[src/rtl/pulse_gen_pkg.sv]
// Shared definitions for the pulse train generator: FSM state encoding and
// the phase-length clamp that maps a zero length to the minimum phase.
package pulse_gen_pkg;

    typedef enum logic [1:0] {
        ST_IDLE = 2'd0,
        ST_HIGH = 2'd1,
        ST_LOW  = 2'd2,
        ST_FIN  = 2'd3
    } state_t;

    localparam int unsigned MIN_PHASE = 1;

    // A requested length of 0 still produces a one-cycle phase.
    function automatic int unsigned eff_len(input int unsigned len);
        return (len < MIN_PHASE) ? MIN_PHASE : len;
    endfunction

endpackage

[src/rtl/pulse_train_gen_if.sv]
// Request channel of the pulse train generator.
// Handshake: a request transfers at a rising edge where req_valid && req_ready;
// req_count/req_high/req_low are only meaningful in that cycle.
interface pulse_train_gen_if #(
    parameter int DW = 8,
    parameter int WW = 8
);
    logic          req_valid;
    logic          req_ready;
    logic [DW-1:0] req_count;
    logic [WW-1:0] req_high;
    logic [WW-1:0] req_low;

    modport master (
        output req_valid,
        output req_count,
        output req_high,
        output req_low,
        input  req_ready
    );

    modport slave (
        input  req_valid,
        input  req_count,
        input  req_high,
        input  req_low,
        output req_ready
    );
endinterface

[src/rtl/phase_timer.sv]
// Loadable down-counter timing one HIGH or LOW phase; expire pulses for one
// cycle when the loaded count has run down to zero.
module phase_timer #(
    parameter int WW = 8
) (
    input  logic          clk,
    input  logic          rst,
    input  logic          load,
    input  logic [WW-1:0] len,
    output logic          expire
);
    logic [WW-1:0] cnt;
    logic          run;

    always_ff @(posedge clk) begin
        if (rst) begin
            cnt <= '0;
            run <= 1'b0;
        end else if (load) begin
            cnt <= len;
            run <= 1'b1;
        end else if (run) begin
            if (cnt == '0) begin
                run <= 1'b0;
            end else begin
                cnt <= cnt - 1'b1;
            end
        end
    end

    assign expire = run && (cnt == '0);
endmodule

[src/rtl/pulse_train_gen.sv]
// Emits N registered pulses of programmable high/low width per accepted
// request, then a one-cycle done strobe (qualified by aborted).
module pulse_train_gen
    import pulse_gen_pkg::*;
#(
    parameter int DW = 8,
    parameter int WW = 8
) (
    input  logic               clk,
    input  logic               rst,
    pulse_train_gen_if.slave   req,
    input  logic               abort,
    output logic               pulse_out,
    output logic               busy,
    output logic               done,
    output logic               aborted,
    output logic [DW-1:0]      pulses_sent,
    output state_t             dbg_state
);
    state_t        state;
    state_t        state_nxt;
    logic [DW-1:0] count_q;
    logic [WW-1:0] high_m1_q;
    logic [WW-1:0] low_m1_q;
    logic [DW-1:0] sent_inc;
    logic [WW-1:0] req_high_m1;
    logic [WW-1:0] req_low_m1;
    logic          accept;
    logic          inc_sent;
    logic          abort_fin;
    logic          timer_load;
    logic [WW-1:0] timer_len;
    logic          timer_expire;

    assign sent_inc    = pulses_sent + DW'(1);
    assign req_high_m1 = WW'(eff_len(32'(req.req_high)) - 1);
    assign req_low_m1  = WW'(eff_len(32'(req.req_low)) - 1);

    phase_timer #(.WW(WW)) u_timer (
        .clk    (clk),
        .rst    (rst),
        .load   (timer_load),
        .len    (timer_len),
        .expire (timer_expire)
    );

    always_comb begin
        state_nxt  = state;
        accept     = 1'b0;
        inc_sent   = 1'b0;
        abort_fin  = 1'b0;
        timer_load = 1'b0;
        timer_len  = '0;
        case (state)
            ST_IDLE: begin
                if (req.req_valid) begin
                    accept = 1'b1;
                    if (req.req_count != '0) begin
                        state_nxt  = ST_HIGH;
                        timer_load = 1'b1;
                        timer_len  = req_high_m1;
                    end else begin
                        state_nxt = ST_FIN;
                    end
                end
            end
            ST_HIGH: begin
                // The pulse counts once its last high cycle is reached, even if aborted there.
                inc_sent = timer_expire;
                if (abort) begin
                    state_nxt = ST_FIN;
                    abort_fin = 1'b1;
                end else if (timer_expire) begin
                    if (sent_inc == count_q) begin
                        state_nxt = ST_FIN;
                    end else begin
                        state_nxt  = ST_LOW;
                        timer_load = 1'b1;
                        timer_len  = low_m1_q;
                    end
                end
            end
            ST_LOW: begin
                if (abort) begin
                    state_nxt = ST_FIN;
                    abort_fin = 1'b1;
                end else if (timer_expire) begin
                    state_nxt  = ST_HIGH;
                    timer_load = 1'b1;
                    timer_len  = high_m1_q;
                end
            end
            default: begin
                state_nxt = ST_IDLE;
            end
        endcase
    end

    always_ff @(posedge clk) begin
        if (rst) begin
            state       <= ST_IDLE;
            count_q     <= '0;
            high_m1_q   <= '0;
            low_m1_q    <= '0;
            pulses_sent <= '0;
            pulse_out   <= 1'b0;
            done        <= 1'b0;
            aborted     <= 1'b0;
        end else begin
            state     <= state_nxt;
            pulse_out <= (state_nxt == ST_HIGH);
            done      <= (state_nxt == ST_FIN);
            aborted   <= abort_fin;
            if (accept) begin
                count_q     <= req.req_count;
                high_m1_q   <= req_high_m1;
                low_m1_q    <= req_low_m1;
                pulses_sent <= '0;
            end else if (inc_sent) begin
                pulses_sent <= sent_inc;
            end
        end
    end

    assign req.req_ready = (state == ST_IDLE);
    assign busy          = (state != ST_IDLE);
    assign dbg_state     = state;
endmodule
[src/flat_wrapper.sv]
// flat-port wrapper written by rule: the top's interface ports become plain ports
module pulse_train_gen_flat import pulse_gen_pkg::*;
#(
    parameter int DW = 8,
    parameter int WW = 8
)
  (clk, rst, abort, pulse_out, busy, done, aborted, pulses_sent, dbg_state, req_req_valid, req_req_count, req_req_high, req_req_low, req_req_ready);
  pulse_train_gen_if #(.DW(DW), .WW(WW)) req_i ();
  input  logic clk;
  input  logic rst;
  input  logic abort;
  output logic pulse_out;
  output logic busy;
  output logic done;
  output logic aborted;
  output logic [DW-1:0] pulses_sent;
  output state_t dbg_state;
  input wire logic [$bits(req_i.req_valid)-1:0] req_req_valid;
  input wire logic [$bits(req_i.req_count)-1:0] req_req_count;
  input wire logic [$bits(req_i.req_high)-1:0] req_req_high;
  input wire logic [$bits(req_i.req_low)-1:0] req_req_low;
  output wire logic [$bits(req_i.req_ready)-1:0] req_req_ready;
  assign req_i.req_valid = req_req_valid;
  assign req_i.req_count = req_req_count;
  assign req_i.req_high = req_req_high;
  assign req_i.req_low = req_req_low;
  assign req_req_ready = req_i.req_ready;
  pulse_train_gen #(.DW(DW), .WW(WW)) u_core (.clk(clk), .rst(rst), .req(req_i), .abort(abort), .pulse_out(pulse_out), .busy(busy), .done(done), .aborted(aborted), .pulses_sent(pulses_sent), .dbg_state(dbg_state));
endmodule
[config.mk]
export PLATFORM = sky130hd
export DESIGN_NAME = pulse_train_gen_flat
export DESIGN_NICKNAME = d
export VERILOG_FILES = /design/src/rtl/pulse_gen_pkg.sv /design/src/rtl/pulse_train_gen_if.sv /design/src/rtl/phase_timer.sv /design/src/rtl/pulse_train_gen.sv /design/src/flat_wrapper.sv
export SDC_FILE = /design/constraint.sdc
export NUM_CORES = 1
export LEC_CHECK = 0
export BUFFER_PORTS_ARGS = -buffer_cell sky130_fd_sc_hd__buf_2
export CAP_MARGIN = 20
export CORE_UTILIZATION = 40
export CTS_BUF_LIST = sky130_fd_sc_hd__clkbuf_4 sky130_fd_sc_hd__clkbuf_8 sky130_fd_sc_hd__clkbuf_16
export DETAILED_ROUTE_END_ITERATION = 8
export PLACE_DENSITY_LB_ADDON = 0.08
export SYNTH_ARGS = -nofsm -noshare
export SYNTH_HDL_FRONTEND = slang
export SYNTH_HIERARCHICAL = 1
export SYNTH_SLANG_ARGS = --single-unit
export TNS_END_PERCENT = 30
[constraint.sdc]
create_clock -name clk -period 2.8 [get_ports clk]
set_input_delay 0.14 -clock clk [delete_from_list [all_inputs] [get_ports clk]]
set_output_delay 0.14 -clock clk [all_outputs]
set_load 0.1 [all_outputs]
Yosys cells after proc, flatten, opt, wreduce, memory -nomap -nowiden
Cells that the tools add are included.

Bitwise gates (word level): 1. Add/sub/neg operators: 4. Shifts and indexed selects: 0. Muxes and demuxes: 36. Equality and inequality tests: 6. Reduce and logical (&&, ||, !) cells: 10. Magnitude comparators: 2. Divide/modulo/power cells: 0. Multiply operators: 0.

Operators by type and width (count): 2-to-1 mux 8 bit (12); one-hot mux 8 bit (3 select lines) (1); subtractor 8 x 1 -> 8 bit, second input constant (3); < comparator 8 x 1 -> 1 bit, second input constant (2); 2-to-1 mux 1 bit (15); 2-to-1 mux 2 bit (6); adder 8 x 1 -> 8 bit, second input constant (1); == test 8 bit (1); logical NOT 8 bit (1); nonzero test 8 bit (1); one-hot mux 2 bit (3 select lines) (1); OR reduction 2 bit (3); == test 2 x 1 -> 1 bit, second input constant (2); == test 2 bit, second input constant (2); nonzero test 2 bit (2); one-hot mux 1 bit (3 select lines) (1); logical NOT 2 bit (1); inequality test 2 x 1 -> 1 bit, second input constant (1); AND reduction 2 bit (1); logical AND 1 bit (1); NOT 1 bit (1).

Bits in registers: 46. Memories kept: 0. Bits in latches: 0. Word-level logic and storage cells: 69. Input port bits: 28. Memory bits (read-only): 0. Bits in writable memories: 0. Output and inout port bits: 15.

Logic depth before layout (Yosys ltp)
Word-level depth: 8. Mapped depth: 11. Depth with buffers taken out: 11.

Modules after synthesis
Netlist, hierarchy kept.

Modules (own cells, without submodules): pulse_train_gen (times used 1, cells an instance 264, area an instance 2108.3 um2, sequential area each 740.7 um2); phase_timer (times used 1, cells an instance 63, area an instance 535.5 um2, sequential area each 180.2 um2).

Worst setup path before layout
OpenSTA, ideal clock, no wires.

Path kind: reg2reg. Start: register u_core.state[1], in the netlist u_core/dbg_state[1]. End: register u_core.u_timer.cnt[2]. Slack: -0.940 ns. Setup time: 0.138 ns. Arrival: 3.602 ns. Buffers on the path: 1. Data required time: 2.662 ns. Cell stages (with the launch flop): 11. Clock period less this slack: 3.740 ns. Cells stage by stage: dfxtp_1 -> inv_1 -> ha_1 -> nand2_1 -> nor2_1 -> a211oi_1 -> a211oi_1 -> inv_1 -> clkbuf_1 -> nor2_1 -> a211oi_1.

Cells in the longest elaborated chain, start to end: 4. Elaborated cells between the ends (all ways): 9. Classes of those cells: eq/ne: 3; mux: 3; reduce/logical: 3.

RTL lines: start: declaration (line pulse_train_gen.sv:20) `state_t state;`; start signal: assignment (line pulse_train_gen.sv:110) `state <= state_nxt;`; logical NOT 2 bit *; net req_req_ready (line flat_wrapper.sv:22) `output wire logic [$bits(req_i.req_ready)-1:0] req_req_ready;`; one-hot mux 1 bit (3 select lines) * (line pulse_train_gen.sv:54) `case (state)`; net u_core.timer_load (line pulse_train_gen.sv:31) `logic timer_load;`; inequality test 2 x 1 -> 1 bit (no source line) / nonzero test 2 bit (equally long branches); AND reduction 2 bit (no source line); end signal: assignment (line phase_timer.sv:20) `cnt <= len;`; end signal: assignment (line phase_timer.sv:26) `cnt <= cnt - 1'b1;`; end: declaration (line phase_timer.sv:12) `logic [WW-1:0] cnt;`.

The timed path passes the listed nets; every way through them passes the cells marked *. A chain may end at the register's enable or synchronous reset.

Final worst setup path
Start: register u_core.pulses_sent[0]. End: register u_core.u_timer.cnt[5].

Cells in the longest elaborated chain, start to end: 8. Elaborated cells between the ends (all ways): 14. Classes of those cells: add/sub: 1; eq/ne: 2; mux: 9; reduce/logical: 2.

RTL lines: start: declaration (line pulse_train_gen.sv:17) `output logic [DW-1:0] pulses_sent,`; start signal: assignment (line pulse_train_gen.sv:120) `pulses_sent <= sent_inc;`; adder 8 x 1 -> 8 bit * (line pulse_train_gen.sv:35) `assign sent_inc = pulses_sent + DW'(1);`; == test 8 bit * (line pulse_train_gen.sv:74) `if (sent_inc == count_q) begin`; 2-to-1 mux 1 bit * (line pulse_train_gen.sv:74); 2-to-1 mux 1 bit * (line pulse_train_gen.sv:73) `end else if (timer_expire) begin`; 2-to-1 mux 1 bit * (line pulse_train_gen.sv:70) `if (abort) begin`; one-hot mux 1 bit (3 select lines) * (line pulse_train_gen.sv:54); net u_core.timer_load (line pulse_train_gen.sv:31); inequality test 2 x 1 -> 1 bit (no source line) / nonzero test 2 bit (equally long branches); AND reduction 2 bit (no source line).

Marked as above.

==> metrics.txt <==
run status=finished clean; CTS Sinks=46; area delta synth->final=18.36%; Fin Clk Skew=0.01003 ns; sequential share of the synthesized area=34.83%; H-tree depth=2; #FFs+latches synth=46; Post-synth EDFFs=0; peak supply drop=0.5678 mV; MaxCap Viol Count=0; DRT Pass-1 Iters=4; Setup CP Type=flip-flop to flip-flop; crit path cell chain=ha_4 -> nand3_4 -> o21a_1 -> or3_1 -> a2111o_1 -> a211oi_2 -> a211oi_2 -> buf_4 -> a311oi_4 -> a2111oi_2; CP Launch Type=flip-flop; Synth top cells by count=dfxtp_1 (46), nor2_1 (46), nand2_1 (34); final wirelength=6399 microns; Worst Hold Class=input pin to flip-flop; Fin. Hold Viols=0; vias=2,402; async set or reset register ratio after synthesis=0%; clk_lat worst skew=0.30 ns; initial antenna violation count=0; worst stage delay on the critical path=0.42 ns; Crit path required time=2.95 ns; Final ANT Viol Nets=0; Slew headroom=52.06%; # IOs=43; vias in the first global route=2,148; max-slew violations=0; WP data arrival=2.80 ns; Distinct cells, synth=52; Die X=83.30 microns; setup tns final=0 ns; core area=6350 sq um; largest net degree at the start of global routing=40; Crit-path slowest cell=a2111o_1; PD cells=853.2 nW/um^2; Setup crit end kind=flip-flop; Tot GR Track Use=19.07%; Leakage=0.001187 uW; CTS root buffer=clkbuf_8; total power=2670 uW; via-per-instance ratio=5.374; Worst setup startpoint=u_core/pulses_sent[0]; CP max FO=7; drc violations=0; Mapped Cells=327; DR iter-0 viols=93; Synth area leader=dfxtp_1; minimum clock period after layout=2.656 ns; largest cells by area after synthesis=dfxtp_1 (35%), nor2_1 (6.5%), a211oi_1 (5.1%); Antenna diodes=0; # rows=29; clock slew seen by the registers of the worst setup and hold paths=0.09 ns; Starting Density=41.64%; unrepaired setup endpoints after global routing=false; Yosys warnings=6; dpl hpwl=4702 microns; global-route wire length before repair=10,700 microns; Die ar.=6939 sq um; period utilisation layout=94.86%; share of cells above drive strength 1=21.62%; clock tree buffer depth=2; worst slew pin tran=0.7191 ns; Net count, final=406; post-synth top area share=34.83%; Remaining Overflow, GRT=0; mapped cell area=2644 sq um; reg2reg start=u_core/pulses_sent[0]; wire length per cell=14.32 microns; fmax=0.3765 GHz; syn_area_per_cell=8.085 sq um; GPL Wtd Cong=0.7887; Syn Nets=364; Final Setup Violations=0; dominant synthesized flop cell=dfxtp_1; Die Span Y=83.30 microns; Crit path top cell by count=a211oi_2; CTS buffer count=5; IO Port Bufs=42; worst hold path startpoint=req_req_count[3]; Post-CTS Hold Buffers=0; CTS tree=yes
==> metal layers <==
layer / track usage, % / share of wire, % / vias up
li1: - / - / 1246
met1: 27.73 / 53 / 1109
met2: 29.28 / 43 / 45
met3: 3.380 / 3.3 / 2
met4: 4.232 / 0.45 / 0
met5: 0 / 0 / -
==> flip-flops by register name, summed over array words and instances (netlist names) <==
register and flops:
u_core/aborted 1, u_core/count_q 8, u_core/dbg_state 2, u_core/done 1
u_core/high_m1_q 8, u_core/low_m1_q 8, u_core/pulse_out 1, u_core/pulses_sent 8
u_core/u_timer/cnt 8, u_core/u_timer/run 1
==> final timing paths <==
check	depth (start not counted)	slack, ns	end
max	10	0.14	u_core/u_timer/cnt[5]
min reg2reg	2	0.47	u_core/low_m1_q[7]
min	3	0.08	u_core/count_q[3]
max reg2reg	10	0.14	u_core/u_timer/cnt[5]
==> layout by cell type (no fill, tap or decap), drive strengths merged, types with 7 or more instances in the layout <==
cell type   n
a211oi     18
a21oi      21
buf        52
clkbuf      7
dfxtp      46
ha          9
inv        12
nand2      34
nand3       8
nor2       46
nor3       16
o21ai       7
o2bb2ai     8
xnor2      15
xor2       10
==> worst max-delay path: cells and delay by family, from the launching register on <==
family	cells	cell delay (ns)
compound gates	6	1.31
simple gates	2	0.44
flops	1	0.40
buf+inv	1	0.19
fa+ha+maj	1	0.17
==> report_power, final <==
group	internal [uW]	total [uW]	switching (uW)	leakage (uW)
clock	241	474	233	0.0000530
combinational	471	1280	807	0.000751
sequential	791	918	126	0.000383
total	1500	2670	1170	0.00119
==> repair_timing <==
item                                    CTS  global route
resized for setup                         0             4
endpoints found under the setup margin    0             6
buffers inserted                          0             2
==> per-stage QoR <==
step	hold WS, ns	cell area (sq um)	instances	utilization, %	setup WS, ns
2_1_floorplan	0.2538	2708	327	-	0.02319
3_3_place_gp	0.3949	2988	437	47.05	0.1648
3_5_place_dp	0.3960	2988	437	47.05	0.08874
4_1_cts	0.06985	3097	445	48.77	0.04188
5_1_grt	0.07392	3129	447	49.28	0.007711
6_report	0.07943	3129	447	49.28	0.1439
==> layout make-up <==
type                            instances  area [sq um]
Inverter                               12         45.04
Multi-Input combinational cell        252          1648
Tap cell                               77         96.34
Sequential cell                        46         945.9
Clock buffer                            7         101.3
Clock inverter                          1         7.507
Fill cell                             631          3221
Timing Repair Buffer                   52         285.3
==> logic make-up after synthesis <==
logic type	count (synthesis)	share of synthesized area, %
DFF	46	34.83
buffers and inverters	29	4.827
muxes	3	1.136
adders and majority gates	9	4.259
AOI/OAI and AO/OA	77	20.44
xor gates and xnor gates	25	8.282
and+or+nand+nor	138	26.22
Note: power is estimated with default switching activity, not from simulation.
